### src/rtl/instr_fetch_queue.sv
// instr_fetch_queue: owns the fetch PC, issues sequential word fetches to a
// 1-cycle synchronous instruction memory, buffers returned words with their
// PCs in a DEPTH-entry FIFO and hands them to the core over valid/ready.
// A redirect flushes the queue, kills the in-flight fetch and restarts at
// the new PC after a one-cycle FLUSH bubble.
module instr_fetch_queue #(
  parameter int             DEPTH    = 4,
  parameter int             N        = 32,
  parameter logic [N-1:0]   RESET_PC = '0
) (
  input  logic         clk,
  input  logic         reset,
  output logic         imem_req,
  output logic [N-1:0] imem_addr,
  input  logic [N-1:0] imem_rdata,
  output logic         instr_valid,
  output logic [N-1:0] instr_data,
  output logic [N-1:0] instr_pc,
  input  logic         instr_ready,
  input  logic         redirect_valid,
  input  logic [N-1:0] redirect_pc
);

  localparam int AW = $clog2(DEPTH);
  localparam int CW = AW + 1;

  typedef enum logic [1:0] {RUN, FULL, FLUSH} state_t;

  state_t         state, state_n;
  logic [N-1:0]   fetch_pc, cap_pc;
  logic [N-1:0]   head_data, head_pc;
  logic [N-1:0]   head_data_n, head_pc_n;
  logic [AW-1:0]  rd_ptr, wr_ptr, rd_nxt;
  logic [CW-1:0]  count, count_pop, used_n;
  logic           inflight;
  logic           issue, push, pop, head_load;

  logic [N-1:0]   q_data [DEPTH];
  logic [N-1:0]   q_pc   [DEPTH];

  // RUN is entered only when count+inflight<DEPTH, so the state alone gates
  // issue; a same-cycle pop is deliberately not credited (no look-ahead).
  always_comb begin
    issue       = reset && (state == RUN) && !redirect_valid;
    push        = inflight && !redirect_valid;
    pop         = (count != '0) && instr_ready && !redirect_valid;
    count_pop   = count - CW'(pop);
    rd_nxt      = rd_ptr + AW'(pop);
    used_n      = count_pop + CW'(push) + CW'(issue);
    // Head registers track the entry that will be at the head after this
    // edge; when the queue drains they keep the last head value.
    head_load   = (count_pop != '0) || push;
    head_data_n = (count_pop != '0) ? q_data[rd_nxt] : imem_rdata;
    head_pc_n   = (count_pop != '0) ? q_pc[rd_nxt]   : cap_pc;
    state_n     = RUN;
    if (redirect_valid)        state_n = FLUSH;
    else if (state == FLUSH)   state_n = RUN;
    else if (used_n == CW'(DEPTH)) state_n = FULL;
  end

  assign imem_req    = issue;
  assign imem_addr   = fetch_pc;
  assign instr_valid = (count != '0);
  assign instr_data  = head_data;
  assign instr_pc    = head_pc;

  // Control state: FSM, fetch PC, in-flight tracking, pointers, head regs.
  always_ff @(posedge clk or negedge reset) begin
    if (!reset) begin
      state     <= RUN;
      fetch_pc  <= RESET_PC;
      cap_pc    <= '0;
      inflight  <= 1'b0;
      count     <= '0;
      rd_ptr    <= '0;
      wr_ptr    <= '0;
      head_data <= '0;
      head_pc   <= '0;
    end else begin
      state <= state_n;
      if (redirect_valid) begin
        fetch_pc <= redirect_pc & ~N'(3);
        inflight <= 1'b0;
        count    <= '0;
        rd_ptr   <= '0;
        wr_ptr   <= '0;
      end else begin
        if (issue) begin
          fetch_pc <= fetch_pc + N'(4);
          cap_pc   <= fetch_pc;
        end
        inflight <= issue;
        count    <= count_pop + CW'(push);
        if (pop)  rd_ptr <= rd_nxt;
        if (push) wr_ptr <= wr_ptr + AW'(1);
        if (head_load) begin
          head_data <= head_data_n;
          head_pc   <= head_pc_n;
        end
      end
    end
  end

  // Queue storage; contents need no reset since count gates visibility.
  always_ff @(posedge clk) begin
    if (push) begin
      q_data[wr_ptr] <= imem_rdata;
      q_pc[wr_ptr]   <= cap_pc;
    end
  end

endmodule

### config.mk
export PLATFORM = sky130hd
export DESIGN_NAME = instr_fetch_queue
export DESIGN_NICKNAME = d
export VERILOG_FILES = /design/src/rtl/instr_fetch_queue.sv
export SDC_FILE = /design/constraint.sdc
export NUM_CORES = 1
export LEC_CHECK = 0
export CORE_MARGIN = 5
export CORE_UTILIZATION = 35
export CTS_CLUSTER_SIZE = 25
export DETAILED_ROUTE_END_ITERATION = 10
export PLACE_DENSITY = 0.58
export SLEW_MARGIN = 20
export SYNTH_ARGS = -nofsm -noshare
export SYNTH_HDL_FRONTEND = slang
export SYNTH_SLANG_ARGS = --single-unit
### constraint.sdc
create_clock -name clk -period 3 [get_ports clk]
set_clock_uncertainty 0.2 [all_clocks]
set_input_delay 0.45 -clock clk [delete_from_list [all_inputs] [get_ports clk]]
set_output_delay 0.45 -clock clk [all_outputs]
set_load 0.01 [all_outputs]
== Word level (Yosys, flattened, before mapping) ==
Memories as Yosys holds them, arrays and structs flattened.
Cells that the tools add are included.
Storage, ports and cells
  register bits: 138
  latch bits: 0
  memory bits (writable): 256
  bits in read-only memories: 0
  bits of input ports: 68
  output and inout bits: 98
  logic and storage cells: 50
  memories: 2
Memories
  q_data: words 4, width 32, read ports 1, clocked after memory_dff 0, wr ports 1, line 38  | logic [N-1:0] q_data [DEPTH];
  q_pc: words 4, width 32, read ports 1, clocked after memory_dff 0, wr ports 1, line 39  | logic [N-1:0] q_pc [DEPTH];
Operators by class
  add/sub/neg operators: 6
  multiply operators: 0
  divide/modulo/power cells: 0
  order comparisons: 0
  equal/unequal tests: 2
  shift-type cells: 0
  multiplexer cells: 15
  bitwise gates (word level): 1
  reductions and logical operators: 15
Operator list (number)
  two-way mux 32 bit: 4
  adder 32 x 3 -> 32 bit, second input constant: 1
  two-way mux 2 bit: 5
  adder 3 x 1 -> 3 bit: 2
  nonzero test 2 bit: 3
  nonzero test 3 bit: 2
  logical AND 1 bit: 5
  two-way mux 1 bit: 5
  AND reduction 2 bit: 2
  == test 3 bit, second input constant: 1
  two-way mux 3 bit: 1
  subtractor 3 x 1 -> 3 bit: 1
  adder 2 x 1 -> 2 bit: 1
  adder 2 x 1 -> 2 bit, second input constant: 1
  == test 2 bit, second input constant: 1
  logical NOT 2 bit: 1
  logical NOT 1 bit: 1
  logical OR 1 bit: 1
  NOT 1 bit: 1

== Longest topological paths before layout ==
  word-level depth: 10
  gate-level depth with buffers: 12
  mapped depth without buffers: 11

== Worst setup path after synthesis ==
Ideal clock, no wire load.
  path kind: input -> register
  start: in redirect_valid
  end: mem q_data[1][0] (enable)
  setup time: 426 ps
  arrival time: 2389 ps
  required time: 2374 ps
  path slack: -15 ps
  stages on the path: 3
  path buffers: 1
  cell sequence: clkbuf_1 -> nor2b_1 -> and2_1
On the way
  longest elaborated chain between the ends: 4
Ends and longest elaborated chain
  start, declared: line 20  | input logic redirect_valid,
  logical NOT 1 bit: line 45  | push = inflight && !redirect_valid;
  logical AND 1 bit: line 45
  two-way mux 1 bit: line 106  | if (push) begin
  two-way mux 1 bit (implied by the code): line 107  | q_data[wr_ptr] <= imem_rdata;
  end, declared: line 38
No other way between the ends.

== Worst setup path after layout ==
  start: reg state[1]
  end: out imem_req
On the way
  longest elaborated chain between the ends: 3
Ends and longest elaborated chain
  start, declared: line 29  | state_t state, state_n;
  start signal, assigned: line 80  | state <= state_n;
  logical NOT 2 bit: line 44  | issue = reset && (state == RUN) && !redirect_valid;
  logical AND 1 bit (2 in a row): line 44
  end, declared: line 13  | output logic imem_req,
No other way between the ends.

==> flow_summary.ini <==
[timing]
hold_viol_final = 0
clock.fmax_mhz = 346.0
rsz0062_at_grt = no
min_period_ps = 2890
fin_crit_sh_pct = 96.33
fin_setup_tns_ps = 0
worstMarginPinSlew_ps = 743.6
worst_slack_ps = 110.1
maxSlewHeadroom_pct = 50.42
setup_viol = 0
slew_violations = 0

[placed_design]
dp_slack_ps = 0.2920
hpwl_um = 26560
portBuffers = 159
dpl-instance-area_um2 = 19730
gp_congestion = 0.7997

[drt]
vias = 9991
route.detailed.drc = 0
via_per_inst = 5.374
routedWlPerCell_um = 22.93
wl_um = 42630
drtPass1Iterations = 4
drt_iter0_markers = 703
ant_nets = 0

[clock_tree]
cts_tree = done
insertion_delay_ps = 570
cts_made_buffers = 43
clkSinkCount = 380
cts-root-buf = clkbuf_16
htree_levels = 2
path_clk_slew_ps = 50
cts_max_path_buffers = 3
cts_resized = 0

[synthesis]
yosysUniqueCellTypes = 60
synth_mux_area_share_pct = 21.84
synth_top_family_by_area = multiplexers
synthCells = 1021
seq_area_frac_synth_pct = 63.10
synth-simple-area-share_pct = 4.098
ys_seq_elements = 380
synth_edf_count = 248
synth_xor_area_share_pct = 1.542
synth-main-ff-cell = edfxtp_1
syn_area_um2 = 17040
synth_async_sr_flop_share_pct = 34.74
synthAdderAreaFrac_pct = 0.7344
yosys_warnings = 0
synth_compound_area_share_pct = 5.853
syn_area_per_cell_um2 = 16.69

[hold_path]
hp-class = in2reg
worstHoldStart = redirect_valid

[finish]
nets = 1287
final_cell_area_um2 = 21170
final_common_cell = edfxtp_1
final_cell_mix = 248 x edfxtp_1, 157 x clkdlybuf4s50_1, 131 x dfrtp_1
n_fill_cell = 4215
utilization_pct = 44.16
syn2layout_area_growth_pct = 24.29
diodes = 0
drive_above_1_share_pct = 23.15

[critical_path]
rr_startpoint = count[1]
cp.arrival_ps = 2240
criticalPathCategory = reg2out
path_buf_inv = 1
crit_family = simple AND/OR/NAND/NOR gates
slowest_stage = clkdlybuf4s50_1
crit_path_end_kind = primary output
cp_max_fo = 4
start_kind = flip-flop
critPathMaxStageDelay_ps = 580
cp_cell_sequence = or3b_1 > nor2_4 > clkdlybuf4s50_1
worstSetupStartpoint = state[1]
cp.required_ps = 2350

[floorplan]
core_area_um2 = 47950
initial_core_util_pct = 35.53
die_x_um = 230.6
ioPinCount = 166
rows = 80
dieArea_um2 = 53190
dieHeight_um = 230.6

[global_route]
antenna_found_initial = 0
grt_usage_pct = 16.26
grt_max_degree = 119
grt_pass1_wl_um = 66950
grt_overflow = 0
grt_pass1_vias = 10820

[run]
maxCapViolCount = 0

[outcome]
status = completed

[pwr]
comb_power_share_pct = 18.3
vdd_drop_max_mv = 0.3644
p_seq_share_pct = 45.9
finalPower_mw = 14.95
p_leak_nw = 7.650
p_int_mw = 11.02
clockPowerShare_pct = 35.8
power.density_nw_per_um2 = 705.9
switching_share_pct = 26.27
switchingPower_mw = 3.927
==> what timing repair did <==
item / in CTS / in global routing
hold buffers: 1 / 0
hold endpoints to repair: 132 / 0
setup buffers: 0 / 0
setup endpoints to repair: 0 / 0
==> Yosys cell counts, types with 2 or more instances <==
master / n / area, um2
edfxtp_1: 248 / 7447
dfrtp_1: 132 / 3303
mux4_2: 120 / 2703
mux2i_1: 68 / 680.7
a21oi_1: 63 / 315.3
o22ai_1: 60 / 375.4
nand2_1: 41 / 153.9
mux2_2: 30 / 337.8
clkbuf_1: 27 / 101.4
buf_2: 25 / 125.1
xor2_1: 23 / 201.4
o21ai_0: 22 / 110.1
nor2_1: 14 / 52.55
nand3_1: 13 / 65.06
nand4_1: 13 / 81.33
o21ai_1: 12 / 60.06
buf_4: 10 / 75.07
ha_1: 10 / 125.1
inv_1: 9 / 33.78
nor3_1: 8 / 40.04
xnor2_1: 7 / 61.31
buf_12: 6 / 120.1
nor2b_1: 6 / 37.54
and2_1: 5 / 31.28
and4_1: 4 / 35.03
and3_1: 3 / 18.77
nor3b_1: 3 / 22.52
a21o_1: 2 / 15.01
a32oi_1: 2 / 17.52
clkbuf_4: 2 / 15.01
nor2_2: 2 / 12.51
nor4_1: 2 / 12.51
o21a_1: 2 / 15.01
==> worst reg2reg max path, cell delays in order, from the launching register on <==
cell and delay [ps]:
dfrtp_1 390, nor3_2 230, inv_2 120, nand2_4 90, nor2_1 50, ha_1 200, xnor2_1 200, a21oi_1 120
buf_4 170, o21ai_4 210, buf_12 290, o22ai_1 150, a21oi_1 150
==> flip-flops by register name, summed over array words and instances, names as in the netlist <==
register / count
rd_ptr: 2
wr_ptr: 2
cap_pc: 30
inflight: 1
q_pc: 120
instr_data: 32
state: 2
q_data: 128
count: 3
imem_addr: 30
instr_pc: 30
==> final cells by class <==
class | count | area, um2 | share of cell area, %
Inverter | 10 | 37.54 | 0.1773
Clock buffer | 57 | 1180 | 5.572
Clock inverter | 23 | 255.2 | 1.205
Multi-Input combinational cell | 563 | 5872 | 27.73
Sequential cell | 380 | 10750 | 50.79
Timing Repair Buffer | 211 | 2306 | 10.89
Tap cell | 615 | 769.5 | 3.634
==> logic make-up (layout without fill, tap and decap cells) <==
family | after synthesis | after routing
flip-flops | 380 | 380
multiplexers | 218 | 218
AO/OA/AOI/OAI | 174 | 174
AND/OR/NAND/NOR | 127 | 127
buffers and inverters | 81 | 301
XOR/XNOR | 30 | 30
adder cells (fa/ha/maj) | 10 | 10
other | 1 | 4
==> stage by stage <==
| stage | hold slack [ps] | cells |
|---|---|---|
| 2_1_floorplan | -45.59 | 1024 |
| 3_3_place_gp | 319.8 | 1778 |
| 3_5_place_dp | 320.9 | 1778 |
| 4_1_cts | 116.1 | 1859 |
| 5_1_grt | 147.4 | 1859 |
| 6_report | 143.2 | 1859 |
==> layer usage <==
layer | vias up | GRT usage [%] | wire length [um]
li1 | 4487 | - | -
met1 | 5211 | 22.40 | 19000
met2 | 241 | 26.71 | 20640
met3 | 52 | 3.662 | 2217
met4 | 0 | 3.585 | 777
met5 | - | 0 | 0
==> final timing paths <==
path,to,slack [ps],depth (start not counted)
min,wr_ptr[0],140,3
max reg2reg,instr_data[29],370,12
max in group asynchronous,instr_data[4],1320,3
min in group asynchronous,instr_data[25],590,3
min reg2reg,q_pc[0][12],340,0
max,imem_req,110,3
==> power groups by stage <==
stage	Sequential, mW	Clock [mW]	Combinational [mW]
after floorplan	6.96	0	1.06
after global placement	6.96	0	2.75
after detailed placement	6.99	0	2.79
after CTS	6.89	5.50	2.80
after global routing	6.97	5.75	2.98
final	6.86	5.35	2.74
(Power assumes the default switching activity.)
